==> config.mk <==
export PLATFORM = sky130hd
export DESIGN_NAME = mem_port_arbiter
export DESIGN_NICKNAME = d
export VERILOG_FILES = /design/src/rtl/mem_port_arbiter.sv
export SDC_FILE = /design/constraint.sdc
export NUM_CORES = 1
export LEC_CHECK = 0
export ABC_AREA = 0
export BUFFER_PORTS_ARGS = -buffer_cell sky130_fd_sc_hd__buf_2
export CORE_AREA = 2 2 107 109
export CTS_BUF_LIST = sky130_fd_sc_hd__clkbuf_8 sky130_fd_sc_hd__clkbuf_16
export DETAILED_ROUTE_END_ITERATION = 16
export DIE_AREA = 0 0 109 111
export PLACE_DENSITY_LB_ADDON = 0.08
export SLEW_MARGIN = 15
export SYNTH_ARGS = -nofsm -noshare
export SYNTH_HDL_FRONTEND = slang
export SYNTH_SLANG_ARGS = --single-unit
==> constraint.sdc <==
create_clock -name i_clk -period 4 [get_ports i_clk]
set_clock_uncertainty 0.2 [all_clocks]
set_input_delay 0.8 -clock i_clk [delete_from_list [all_inputs] [get_ports i_clk]]
set_output_delay 0.8 -clock i_clk [all_outputs]
set_load 0.005 [all_outputs]
==> src/rtl/mem_port_arbiter.sv <==
// mem_port_arbiter: shares one memory port between IF fetch and MEM load/store, one transaction outstanding; define ARB_STARVE_GUARD_EN for the IF starvation guard
module mem_port_arbiter #(
  parameter int STARVE_LIMIT = 4,
  parameter int DATA_W = 32
) (
  input  logic                i_clk,
  input  logic                i_reset_n,
  input  logic                i_if_req,
  input  logic [31:0]         i_if_addr,
  input  logic                i_if_flush,
  output logic                o_if_ready,
  output logic                o_if_rvalid,
  output logic [DATA_W-1:0]   o_if_rdata,
  input  logic                i_d_req,
  input  logic                i_d_wr,
  input  logic [31:0]         i_d_addr,
  input  logic [DATA_W-1:0]   i_d_wdata,
  input  logic [DATA_W/8-1:0] i_d_wstrb,
  output logic                o_d_ready,
  output logic                o_d_rvalid,
  output logic [DATA_W-1:0]   o_d_rdata,
  output logic                o_m_req,
  output logic                o_m_wr,
  output logic [31:0]         o_m_addr,
  output logic [DATA_W-1:0]   o_m_wdata,
  output logic [DATA_W/8-1:0] o_m_wstrb,
  input  logic                i_m_ack,
  input  logic                i_m_rvalid,
  input  logic [DATA_W-1:0]   i_m_rdata
);
  typedef enum logic [1:0] {S_IDLE, S_REQ, S_WAIT} state_t;
  if (STARVE_LIMIT < 1 || STARVE_LIMIT > 15) begin : g_bad_limit
    $error("STARVE_LIMIT out of range 1..15");
  end
  state_t              r_state;
  logic                r_owner_if;
  logic                r_drop;
  logic                r_m_wr;
  logic [31:0]         r_m_addr;
  logic [DATA_W-1:0]   r_m_wdata;
  logic [DATA_W/8-1:0] r_m_wstrb;
  logic                w_idle;
  logic                w_rsp;
  logic                w_if_elig;
  logic                w_if_force;
  logic                w_grant_d;
  logic                w_grant_if;
  assign w_idle     = i_reset_n && r_state == S_IDLE;
  assign w_rsp      = i_reset_n && r_state == S_WAIT && i_m_rvalid;
  assign w_if_elig  = i_if_req && !i_if_flush;
  assign w_grant_d  = w_idle && i_d_req && !w_if_force;
  assign w_grant_if = w_idle && w_if_elig && !w_grant_d;
`ifdef ARB_STARVE_GUARD_EN
  logic [3:0] r_starve;
  assign w_if_force = r_starve == 4'(STARVE_LIMIT) && w_if_elig;
  // count data grants that bypassed a waiting fetch; an IF grant or an idle cycle without a fetch resets it
  always_ff @(posedge i_clk) begin
    if (!i_reset_n) r_starve <= '0;
    else if (r_state == S_IDLE) begin
      if (w_grant_if || !i_if_req) r_starve <= '0;
      else if (w_grant_d && !i_if_flush && r_starve != 4'(STARVE_LIMIT)) r_starve <= r_starve + 4'd1;
    end
  end
`else
  assign w_if_force = 1'b0;
`endif
  // transaction sequencer: grant and latch in IDLE, hold request until ack, await response
  always_ff @(posedge i_clk) begin
    if (!i_reset_n) begin
      r_state    <= S_IDLE;
      r_owner_if <= 1'b0;
      r_drop     <= 1'b0;
      r_m_wr     <= 1'b0;
      r_m_addr   <= '0;
      r_m_wdata  <= '0;
      r_m_wstrb  <= '0;
    end else begin
      case (r_state)
        S_IDLE: if (w_grant_d || w_grant_if) begin
          r_state    <= S_REQ;
          r_owner_if <= w_grant_if;
          r_m_wr     <= w_grant_d && i_d_wr;
          r_m_addr   <= w_grant_d ? i_d_addr : i_if_addr;
          r_m_wdata  <= w_grant_d ? i_d_wdata : '0;
          r_m_wstrb  <= w_grant_d ? i_d_wstrb : '0;
        end
        S_REQ: begin
          if (i_m_ack) r_state <= S_WAIT;
          if (r_owner_if && i_if_flush) r_drop <= 1'b1;
        end
        S_WAIT: begin
          if (i_m_rvalid) begin
            r_state <= S_IDLE;
            r_drop  <= 1'b0;
          end else if (r_owner_if && i_if_flush) r_drop <= 1'b1;
        end
        default: r_state <= S_IDLE;
      endcase
    end
  end
  assign o_if_ready  = w_grant_if;
  assign o_d_ready   = w_grant_d;
  assign o_m_req     = r_state == S_REQ;
  assign o_m_wr      = r_m_wr;
  assign o_m_addr    = r_m_addr;
  assign o_m_wdata   = r_m_wdata;
  assign o_m_wstrb   = r_m_wstrb;
  assign o_if_rvalid = w_rsp && r_owner_if && !r_drop;
  assign o_d_rvalid  = w_rsp && !r_owner_if;
  assign o_if_rdata  = o_if_rvalid ? i_m_rdata : '0;
  assign o_d_rdata   = (o_d_rvalid && !r_m_wr) ? i_m_rdata : '0;
endmodule

Word level (Yosys, flattened, before mapping):

Cells that the tools add are included.

* eq/ne operators: 5
* multiplexer cells: 12
* reductions and logical operators: 23

Operators with widths (number)
* $mux W32: 4
* $logic_and A1 B1 Y1: 13
* $mux W2: 3
* $pmux W2 S3: 1
* $logic_not A1 Y1: 5
* $mux W4: 1
* $ne A2 B1 Y1 const B: 2
* $reduce_and A3 Y1: 1
* $eq A2 B1 Y1 const B: 1
* $eq A2 B2 Y1 const B: 1
* $logic_not A2 Y1: 1
* $mux W1: 2
* $ne A2 B2 Y1 const B: 1
* $pmux W1 S2: 1
* $reduce_and A2 Y1: 1
* $reduce_bool A2 Y1: 1
* $logic_or A1 B1 Y1: 1

* register bits after elaboration: 73
* input bits: 140
* output and inout port bits: 138
* word-level logic and storage cells: 47

Logic depth before layout (Yosys ltp):

* depth after elaboration: 8
* gate-level depth with buffers: 8
* mapped depth without buffers: 6

Worst setup path after synthesis:

Ideal clock, no wire load.

* kind: input to output
* start point: input i_m_rvalid
* end point: output o_if_rdata[22]
* data arrival time: 1.550 ns
* required time: 3.000 ns
* setup slack: 1.450 ns
* stages on the path: 4
* buffers on the path: 1
* path through: nand3_1 nor3b_2 buf_2 and2_1

* word-level cells in the longest chain between the ends: 4

RTL lines
* start: declaration: RTL line 28 `input logic i_m_rvalid,`
* $logic_and A1 B1 Y1: RTL line 49 `assign w_rsp = i_reset_n && r_state == S_WAIT && i_m_rvalid;`
* $logic_and A1 B1 Y1 (2 in series): RTL line 108 `assign o_if_rvalid = w_rsp && r_owner_if && !r_drop;`
* named net o_if_rvalid: RTL line 12 `output logic o_if_rvalid,`
* $mux W32: RTL line 110 `assign o_if_rdata = o_if_rvalid ? i_m_rdata : '0;`
* end: declaration: RTL line 13 `output logic [DATA_W-1:0] o_if_rdata,`

The timed path passes the listed nets, and every way through them passes these cells.

Final worst setup path:

* start point: register r_state[0]
* end point: output o_if_rdata[21]

* word-level cells in the longest chain between the ends: 6

RTL lines
* start: declaration: RTL line 35 `state_t r_state;`
* start signal: assignment: RTL line 70 `r_state <= S_IDLE;`
* start signal: assignment: RTL line 80 `r_state <= S_REQ;`
* start signal: assignment: RTL line 88 `if (i_m_ack) r_state <= S_WAIT;`
* $eq A2 B2 Y1: RTL line 49
* $logic_and A1 B1 Y1 (2 in series): RTL line 49
* $logic_and A1 B1 Y1 (2 in series): RTL line 108
* $mux W32: RTL line 110

No other way between the ends.

==> impl_metrics.csv <==
group,metric,value,unit
timing,final_hold_viol_count,0,
setup_path,crit_path_start_kind,"register",
floorplan,start_util,30.5,%
setup_path,r2r_slack,1630,ps
pwr,power.leakage,2.76,nW
setup_path,rr_startpoint,"r_state[0]$_SDFFE_PN0P_",
clocking,cts_resized,0,
timing,setup_viol,0,
hold_path,holdPathStages,2,
clocking,h-tree-depth,3,
cells_and_area,drive_above_1_share,45.1,%
pwr,irDropWorstVdd,0.000218,V
setup_path,crit_chain,"inv_1 -> ha_1 -> nand3_1 -> nor3b_2 -> buf_4 -> and2_1 -> buf_2",
timing,tns,0,ps
synthesis,synth_edf_count,0,
drt,totalWireLength,11900,um
pwr,power,0.00242,W
timing,tightest_slew,743,ps
drt,vias,3862,
floorplan,fp.dieH,111,um
synthesis,synth_top_cell_by_area,"dfxtp_1",
drt,drt_first_pass_iters,4,
synthesis,synth.cell_area,3380,sq um
clocking,insertion_delay,330,ps
synthesis,syn_inst,411,
clocking,cts_tree,"done",
cells_and_area,fill_cells,1140,
timing,post-route-min-period,2960,ps
pwr,internal_power,0.00167,W
clocking,clock_sinks,73,
synthesis,ys_ff_latch,73,
synthesis,yosysSeqAreaShare,43.3,%
hold_path,hold_path_class,"reg -> reg",
placement,place_congestion,0.761,
synthesis,syn_nets,556,
setup_path,crit_type,"reg -> out",
floorplan,row_count,39,
clocking,cts_buffer_depth,2,
setup_path,max_stage_delay,330,ps
synthesis,async_reset_ff_share,0,%
placement,hpwl,8760,um
timing,fmax,0.337,GHz
timing,maxSlewViolCount,0,
synthesis,post-synth-top-count-cell,"dfxtp_1",
synthesis,synth.avg_cell_area,8.21,sq um
grt,grtUsageTotal,19.1,%
pwr,switching_share,30.9,%
clocking,clockRootBuffer,"clkbuf_16",
clocking,cts.clk_slew.worst_paths,60,ps
grt,grt_pass1_wl,17900,um
drt,ant_nets,0,
grt,antenna_found_initial,1,
drt,wl_per_cell,14.5,um
pwr,p_clk_share,35.6,%
setup_path,end_kind,"output pin",
timing,rsz0062_at_grt,"no",
clocking,cts_setup_buffers,0,
synthesis,ys.flop_type,"dfxtp_1",
drt,dr.first_iter.drc_count,177,
synthesis,synth_top_area_share,43.3,%
synthesis,ys_types,26,
setup_path,reg2reg_to,"o_m_wdata[15]$_SDFFE_PN0P_",
placement,io_buffers,277,
clocking,cts-hold-fix-buffers,0,
synthesis,yosysWarnings,0,
timing,period_share,74.1,%
setup_path,crit_fanout,33,
pwr,power_density,467,nW/um^2
drt,drcViolationCount,0,
job,cap_violations,0,
setup_path,r2r_cells,8,
run_status,status,"finished clean",
cells_and_area,area_delta_synth_final,53.5,%
setup_path,cp.arrival,1960,ps
pwr,p_sw,0.000748,W
setup_path,crit_path_top_delay_cell,"dfxtp_1",
synthesis,synth_area_leaders,"dfxtp_1, and2_1, a21oi_1",
floorplan,io_pins,278,
floorplan,dieArea,12100,sq um
grt,overflow,0,
pwr,sequentialPowerShare,36.9,%
timing,maxSlewHeadroom,50.5,%
floorplan,die_w,109,um
hold_path,hold_path_end,"o_m_addr[30]$_SDFFE_PN0P_",
pwr,p_comb_share,27.5,%
setup_path,cp_data_required_time,3000,ps
synthesis,synth_commonest_cells,"dfxtp_1, a21oi_1, and2_1",
clocking,cts_made_buffers,9,
cells_and_area,finalNetCount,816,
grt,grt_pass1_vias,3562,
floorplan,coreArea,11100,sq um
drt,viasPerCell,4.71,
hold_path,hold_path_startpoint,"o_m_addr[30]$_SDFFE_PN0P_",
grt,grt_max_degree,70,
[routing by layer]
layer	global-route usage, %	vias up	routed length [um]
li1	-	1913	-
met1	20.8	1766	4660
met2	33.7	165	5960
met3	6.47	18	1060
met4	6.92	0	236
met5	0	-	0
[per-stage QoR]
step / worst slack [ps] / hold slack [ps] / util (%) / cells / cell area (sq um)
after floorplan: 1450 / 251 / - / 411 / 3380
after global placement: 979 / 241 / 43.8 / 803 / 4850
final: 1040 / 257 / 46.8 / 820 / 5180
after CTS: 1020 / 265 / 46.8 / 819 / 5180
after detailed placement: 994 / 255 / 43.9 / 803 / 4860
after global routing: 906 / 289 / 46.8 / 820 / 5180
[worst max path at each step]
| stage | cells past startpoint | start | slack [ps] | end |
|---|---|---|---|---|
| floorplan | 4 | i_m_rvalid | 1450 | o_if_rdata[22] |
| global placement | 6 | i_reset_n | 980 | o_m_addr[27]$_SDFFE_PN0P_ |
| detailed placement | 8 | i_reset_n | 990 | o_m_addr[12]$_SDFFE_PN0P_ |
| CTS | 7 | r_state[0]$_SDFFE_PN0P_ | 1020 | o_if_rdata[25] |
| global route | 7 | r_state[0]$_SDFFE_PN0P_ | 910 | o_if_rdata[21] |
| finish | 7 | r_state[0]$_SDFFE_PN0P_ | 1040 | o_if_rdata[21] |
[placed cells by master (no fill, tap or decap), types with 3 or more instances in the layout]
| cell | synthesis | routed |
|---|---|---|
| a21oi_1 | 64 | 63 |
| a22oi_1 | 37 | 37 |
| and2_1 | 64 | 64 |
| buf_2 | 19 | 277 |
| buf_4 | 0 | 6 |
| clkbuf_16 | 0 | 9 |
| dfxtp_1 | 73 | 73 |
| ha_1 | 5 | 5 |
| inv_1 | 5 | 5 |
| nand2_1 | 38 | 38 |
| nand3_1 | 3 | 3 |
| nor2_1 | 3 | 3 |
| nor2b_1 | 39 | 39 |
| o21ai_0 | 31 | 31 |
[state kept, by name, summed over array words and instances (netlist names)]
register / flops
o_m_wstrb: 4
o_m_wr: 1
r_state: 2
o_m_wdata: 32
r_drop: 1
r_owner_if: 1
o_m_addr: 32
[cell families (layout without fill, tap and decap cells)]
| logic type | after synthesis | in the layout | synth area share [%] |
|---|---|---|---|
| fa+ha+maj | 5 | 5 | 1.85 |
| mux | 2 | 2 | 0.593 |
| simple gates | 152 | 152 | 25.3 |
| buf+inv | 41 | 306 | 5.34 |
| flops | 73 | 73 | 43.3 |
| other cells | 0 | 1 | 0 |
| compound gates | 138 | 138 | 23.6 |
[layout make-up]
class / instances / area (sq um) / share of cell area (%)
Antenna cell: 1 / 2.50 / 0.0483
Tap cell: 143 / 179 / 3.45
Clock inverter: 7 / 93.8 / 1.81
Sequential cell: 73 / 1460 / 28.2
Clock buffer: 9 / 225 / 4.35
Inverter: 6 / 22.5 / 0.435
Timing Repair Buffer: 284 / 1450 / 28.0
Multi-Input combinational cell: 297 / 1750 / 33.7
[worst max-delay path: cells and delay by family (launching register included)]
| family | cells | cell delay (ps) |
|---|---|---|
| fa+ha+maj | 1 | 200 |
| buf+inv | 3 | 520 |
| flops | 1 | 330 |
| simple gates | 3 | 560 |
[power by group through the flow]
stage / sequential [W] / clock (W) / combinational [W]
6_report: 0.000895 / 0.000861 / 0.000665
5_1_grt: 0.000908 / 0.000923 / 0.000750
4_1_cts: 0.000894 / 0.000882 / 0.000677
3_5_place_dp: 0.000906 / 0 / 0.000677
3_3_place_gp: 0.000905 / 0 / 0.000661
2_1_floorplan: 0.000917 / 0 / 0.000377
(Power assumes the default switching activity.)
